### src/rtl/tcp_rx_arbiter.sv
// tcp_rx_arbiter
// Packet-granular round-robin arbiter that shares one TCP header disassembler
// between N_PORTS ingress byte streams. A port is granted in IDLE and holds
// the grant (LOCKED) until its last byte transfers. The granted stream is
// passed through combinationally and tagged with its port index.
//
// Optional feature: define TCP_RX_ARB_TIMEOUT_EN to abort a grant that has
// stalled for TIMEOUT_CYC consecutive cycles without a transfer. The abort
// raises dis_abort_o for one cycle and returns to IDLE. Without the macro
// the lock is held indefinitely and dis_abort_o is tied low.
module tcp_rx_arbiter #(
    parameter int N_PORTS     = 4,
    parameter int DATA_W      = 8,
    parameter int TIMEOUT_CYC = 1024
) (
    input  logic                       clk_i,
    input  logic                       rst_i,
    input  logic [N_PORTS-1:0]         req_valid_i,
    input  logic [N_PORTS*DATA_W-1:0]  req_data_i,
    input  logic [N_PORTS-1:0]         req_last_i,
    output logic [N_PORTS-1:0]         req_ready_o,
    output logic                       dis_valid_o,
    output logic [DATA_W-1:0]          dis_data_o,
    output logic                       dis_last_o,
    input  logic                       dis_ready_i,
    output logic [$clog2(N_PORTS)-1:0] dis_port_o,
    output logic                       dis_abort_o,
    output logic [N_PORTS-1:0]         grant_o,
    output logic                       busy_o
);

    localparam int IDX_W = $clog2(N_PORTS);

    typedef enum logic {
        IDLE   = 1'b0,
        LOCKED = 1'b1
    } state_t;

    // Elaboration-time sanity checks on the configuration.
    if (N_PORTS < 2 || N_PORTS > 16) begin : g_bad_ports
        $error("tcp_rx_arbiter: N_PORTS must be in 2..16");
    end
    if (TIMEOUT_CYC < 2) begin : g_bad_timeout
        $error("tcp_rx_arbiter: TIMEOUT_CYC must be at least 2");
    end

    state_t           state;
    state_t           next_state;
    logic [IDX_W-1:0] rr_ptr;
    logic [IDX_W-1:0] next_rr_ptr;
    logic [IDX_W-1:0] gnt_idx;
    logic [IDX_W-1:0] next_gnt_idx;

    logic [IDX_W-1:0] pick_idx;
    logic             pick_found;
    logic [IDX_W-1:0] after_gnt;

    logic              locked;
    logic              cur_valid;
    logic              cur_last;
    logic [DATA_W-1:0] cur_data;
    logic              xfer;
    logic              pkt_end;
    logic              timeout;

    // Granted lane, selected straight from the inputs (no registered latency).
    assign locked    = (state == LOCKED);
    assign cur_valid = req_valid_i[gnt_idx];
    assign cur_last  = req_last_i[gnt_idx];
    assign cur_data  = req_data_i[gnt_idx*DATA_W +: DATA_W];

    assign xfer    = locked && cur_valid && dis_ready_i;
    assign pkt_end = xfer && cur_last;

    // The port after the current grant becomes the top priority next round,
    // which pushes a just-served port to the bottom.
    assign after_gnt = (gnt_idx == IDX_W'(N_PORTS - 1)) ? '0 : gnt_idx + 1'b1;

`ifdef TCP_RX_ARB_TIMEOUT_EN
    localparam int CNT_W = $clog2(TIMEOUT_CYC) + 1;

    logic [CNT_W-1:0] stall_cnt;

    // The counter only ever reaches TIMEOUT_CYC-1, so it never saturates.
    assign timeout = locked && !xfer && (stall_cnt == CNT_W'(TIMEOUT_CYC - 1));

    // Stall counter: counts locked cycles without a transfer, cleared on any
    // transfer, on abort and whenever the arbiter is not locked.
    always_ff @(posedge clk_i or posedge rst_i) begin
        if (rst_i) begin
            stall_cnt <= '0;
        end else if (!locked || xfer || timeout) begin
            stall_cnt <= '0;
        end else begin
            stall_cnt <= stall_cnt + 1'b1;
        end
    end
`else
    assign timeout = 1'b0;
`endif

    // Round-robin search: first valid port at or above rr_ptr, wrapping to 0.
    always_comb begin
        int cand;
        // NOTE: every combinational output gets a default first so no path
        // through the block leaves it unassigned and infers a latch.
        cand       = 0;
        pick_found = 1'b0;
        pick_idx   = '0;
        for (int i = 0; i < N_PORTS; i++) begin
            cand = (int'(rr_ptr) + i) % N_PORTS;
            if (!pick_found && req_valid_i[IDX_W'(cand)]) begin
                pick_found = 1'b1;
                pick_idx   = IDX_W'(cand);
            end
        end
    end

    // State register: FSM state, round-robin pointer and granted index.
    always_ff @(posedge clk_i or posedge rst_i) begin
        if (rst_i) begin
            state   <= IDLE;
            rr_ptr  <= '0;
            gnt_idx <= '0;
        end else begin
            // NOTE: clocked state uses non-blocking assignments so every
            // register samples the pre-edge values of its neighbours.
            state   <= next_state;
            rr_ptr  <= next_rr_ptr;
            gnt_idx <= next_gnt_idx;
        end
    end

    // Next-state logic: grant on any request in IDLE, release on last byte
    // or on a stall abort.
    always_comb begin
        next_state   = state;
        next_rr_ptr  = rr_ptr;
        next_gnt_idx = gnt_idx;
        case (state)
            IDLE: begin
                if (pick_found) begin
                    next_state   = LOCKED;
                    next_gnt_idx = pick_idx;
                end
            end
            LOCKED: begin
                if (pkt_end || timeout) begin
                    next_state  = IDLE;
                    next_rr_ptr = after_gnt;
                end
            end
            default: begin
                next_state = IDLE;
            end
        endcase
    end

    // Output logic: pass the granted lane through while locked, all zeros
    // otherwise (including during reset, since state resets asynchronously).
    always_comb begin
        req_ready_o = '0;
        dis_valid_o = 1'b0;
        dis_data_o  = '0;
        dis_last_o  = 1'b0;
        dis_port_o  = '0;
        grant_o     = '0;
        busy_o      = 1'b0;
        dis_abort_o = timeout;
        if (locked) begin
            dis_valid_o          = cur_valid;
            dis_data_o           = cur_data;
            dis_last_o           = cur_last;
            dis_port_o           = gnt_idx;
            req_ready_o[gnt_idx] = dis_ready_i;
            grant_o[gnt_idx]     = 1'b1;
            busy_o               = 1'b1;
        end
    end

endmodule

### config.mk
export PLATFORM = sky130hd
export DESIGN_NAME = tcp_rx_arbiter
export DESIGN_NICKNAME = d
export VERILOG_FILES = /design/src/rtl/tcp_rx_arbiter.sv
export SDC_FILE = /design/constraint.sdc
export NUM_CORES = 1
export LEC_CHECK = 0
export BUFFER_PORTS_ARGS = -buffer_cell sky130_fd_sc_hd__clkbuf_2
export CAP_MARGIN = 20
export CELL_PAD_IN_SITES_DETAIL_PLACEMENT = 1
export CELL_PAD_IN_SITES_GLOBAL_PLACEMENT = 1
export CORE_ASPECT_RATIO = 0.75
export CORE_MARGIN = 2
export CORE_UTILIZATION = 28
export CTS_BUF_LIST = sky130_fd_sc_hd__clkbuf_4 sky130_fd_sc_hd__clkbuf_8 sky130_fd_sc_hd__clkbuf_16
export CTS_CLUSTER_DIAMETER = 60
export DETAILED_ROUTE_END_ITERATION = 8
export GPL_TIMING_DRIVEN = 0
export PLACE_DENSITY = 0.83
export SYNTH_ARGS = -nofsm -noshare
export SYNTH_HDL_FRONTEND = slang
export SYNTH_SLANG_ARGS = --single-unit
### constraint.sdc
create_clock -name clk_i -period 3.6 [get_ports clk_i]
set_input_delay 0.54 -clock clk_i [delete_from_list [all_inputs] [get_ports clk_i]]
set_output_delay 0.54 -clock clk_i [all_outputs]
set_load 0.03 [all_outputs]
==> impl_metrics.yaml <==
logic_synthesis:
  synth_edf_count: 0
  yosys.cell_count.top_type: "and2_1"
  synth_warnings: 0
  syn_nets: 127
  synth_seq_cells: 5
  synthDistinctLibCells: 28
  synth_top_area_cell: "mux4_2"
  async_flop_share: 1.00
  synth.cell_area_sq_um: 771
  yosysSeqAreaShare: 0.162
  ys.flop_type: "dfrtp_1"
  synthCells: 80
  synth_top_cell_area_share: 0.205
  syn_avg_cell_area_sq_um: 9.63
  synth_area_leaders: "mux4_2 (20%), dfrtp_1 (16%), and2_1 (11%), ha_1 (6.5%), mux2i_1 (6.5%)"
  yosys-top-cells-count: "and2_1 (13), inv_1 (7), mux4_2 (7)"
timing:
  worstMarginPinSlew_ns: 0.496
  rsz0062_at_grt: "no"
  setup_violations: 0
  hold_slack_ns: 0.185
  finalCriticalPeriod_ns: 2.33
  finalWorstSetupSlack_ns: 1.27
  finClkSkew_ns: 0.00456
  hold_violations: 0
  fmax_mhz: 429
  tns_ns: 0
  relSlewSlack: 0.666
  maxSlewViolCount: 0
  finalCritPeriodShare: 0.648
pwr:
  leakage_nw: 0.639
  p_per_area_mw_per_mm2: 849
  irDropWorstVdd_v: 0.000427
placement:
  portBuffers: 63
  place_congestion: 0.786
  hpwlAfterDp_um: 2490
  placed_area_sq_mm: 0.00113
  dp_slack_ns: 1.48
clocking:
  max-clock-path-buffers: 2
  clock_sink_count: 5
  clk_pin_slew_ns: 0.04
  cts-buffers-inserted: 3
  cts_tree: "built"
  cts-root-buf: "clkbuf_8"
  hold_buffers: 0
  postCtsSetupBuffers: 0
  clk_latency_ns: 0.22
  cts.repair.resized: 0
  htree_levels: 1
global_route:
  globalRouteOverflowTotal: 0
  grt_max_degree: 11
  grt_pass1_wl_um: 4420
  antenna_found_initial: 0
  grt_usage: 0.182
  grt_pass1_vias: 941
worst_setup_path:
  crit_buf_inv: 3
  crit_family: "multiplexers"
  critPathMaxFanout: 10
  worstPathArrival_ns: 1.79
  cp-end-kind: "output pin"
  setup.worst_path.start_class: "register"
  cp.required_ns: 3.06
  slowest_delay_ns: 0.51
  reg2reg_from: "gnt_idx[1]"
  crit_type: "register to output pin"
  path_cells: "buf_6 > buf_12 > mux4_2 > and2_1 > clkbuf_2"
  crit_start: "gnt_idx[0]"
  crit_slowest_cell: "mux4_2"
floorplanning:
  core_area_sq_mm: 0.00262
  dieHeight_um: 49.4
  rows: 16
  fp.dieW_um: 64.6
  initial_core_util: 0.294
  io_pins: 65
  dieArea_sq_mm: 0.00319
route:
  ant_nets: 0
  routed_wirelength_um: 2830
  drt_iter0_drc: 22
  vias: 886
  drc_errors: 0
  firstDrtPassIters: 4
  vias_per_cell: 4.84
  wl_per_cell_um: 15.5
layout:
  utilization: 0.450
  fin_area_sq_mm: 0.00118
  area_delta_synth_final_pct: 53.1
  diodes: 0
  drive_gt1_frac: 0.551
  layout.nets: 195
status:
  status: "complete, no violations"
job:
  drv_cap: 0
worst_hold_path:
  min_path_type: "primary input to async pin"
==> through the flow <==
stage	std cells	power, mW
global placement	179	0.876
CTS	183	1.02
detailed placement	179	0.905
floorplan	80	0.684
finish	183	1.00
global route	183	1.07
==> cell families (layout without fill, tap and decap cells) <==
kind of cell             Yosys count  in the layout  synth area share
flip-flops                         5              5             0.162
buffers and inverters             13             80             0.101
adder cells (fa/ha/maj)            4              4            0.0649
other                              1              1           0.00487
multiplexers                      15             15             0.333
AO/OA/AOI/OAI                     12             12             0.109
AND/OR/NAND/NOR                   30             30             0.226
==> final cells by class <==
type	instances	area (sq um)
fillers	346	1440
multi-input cells	62	568
repair buffers	63	315
flip-flops and latches	5	125
plain buffers	6	51.3
clock buffers	4	48.8
well taps	36	45.0
inverters	7	26.3
==> state kept, by name, summed over array words and instances (netlist names) <==
register,count
gnt_idx,2
locked,1
rr_ptr,2
==> final timing paths <==
path                                 end  slack (ns)  cells past startpoint
max in group asynchronous      rr_ptr[0]        3.25                      2
hold / removal                gnt_idx[1]        0.18                      2
setup reg to reg               rr_ptr[1]        1.96                      4
hold reg to reg                rr_ptr[0]        0.61                      1
min in group clk_i             rr_ptr[0]        0.61                      1
setup / recovery           dis_data_o[2]        1.27                      5
==> cell usage in the layout, fill, tap and decap left out, types with 3 or more instances in the layout <==
cell,count
ha_1,4
and2_1,13
and3_1,5
nor2_1,4
clkbuf_8,3
nand2_1,4
mux4_2,7
a21oi_1,3
dfrtp_1,5
clkbuf_2,63
inv_1,7
o21ai_0,3
mux2i_1,5
==> power by group <==
group | total, mW | internal [mW] | leakage (nW) | switching, mW
clock network | 0.109 | 0.0833 | 0.0262 | 0.0253
registers | 0.123 | 0.0811 | 0.0584 | 0.0419
logic | 0.770 | 0.305 | 0.555 | 0.465
total | 1.00 | 0.469 | 0.639 | 0.532
==> metal layers <==
layer  track usage  vias to the layer above  wire length [um]
li1              -                      417                 -
met4        0.0284                        0                 0
met1         0.201                      440              1140
met3        0.0393                        0               123
met2         0.359                       29              1570
met5             0                        -                 0
Note: power is estimated with default switching activity, not from simulation.
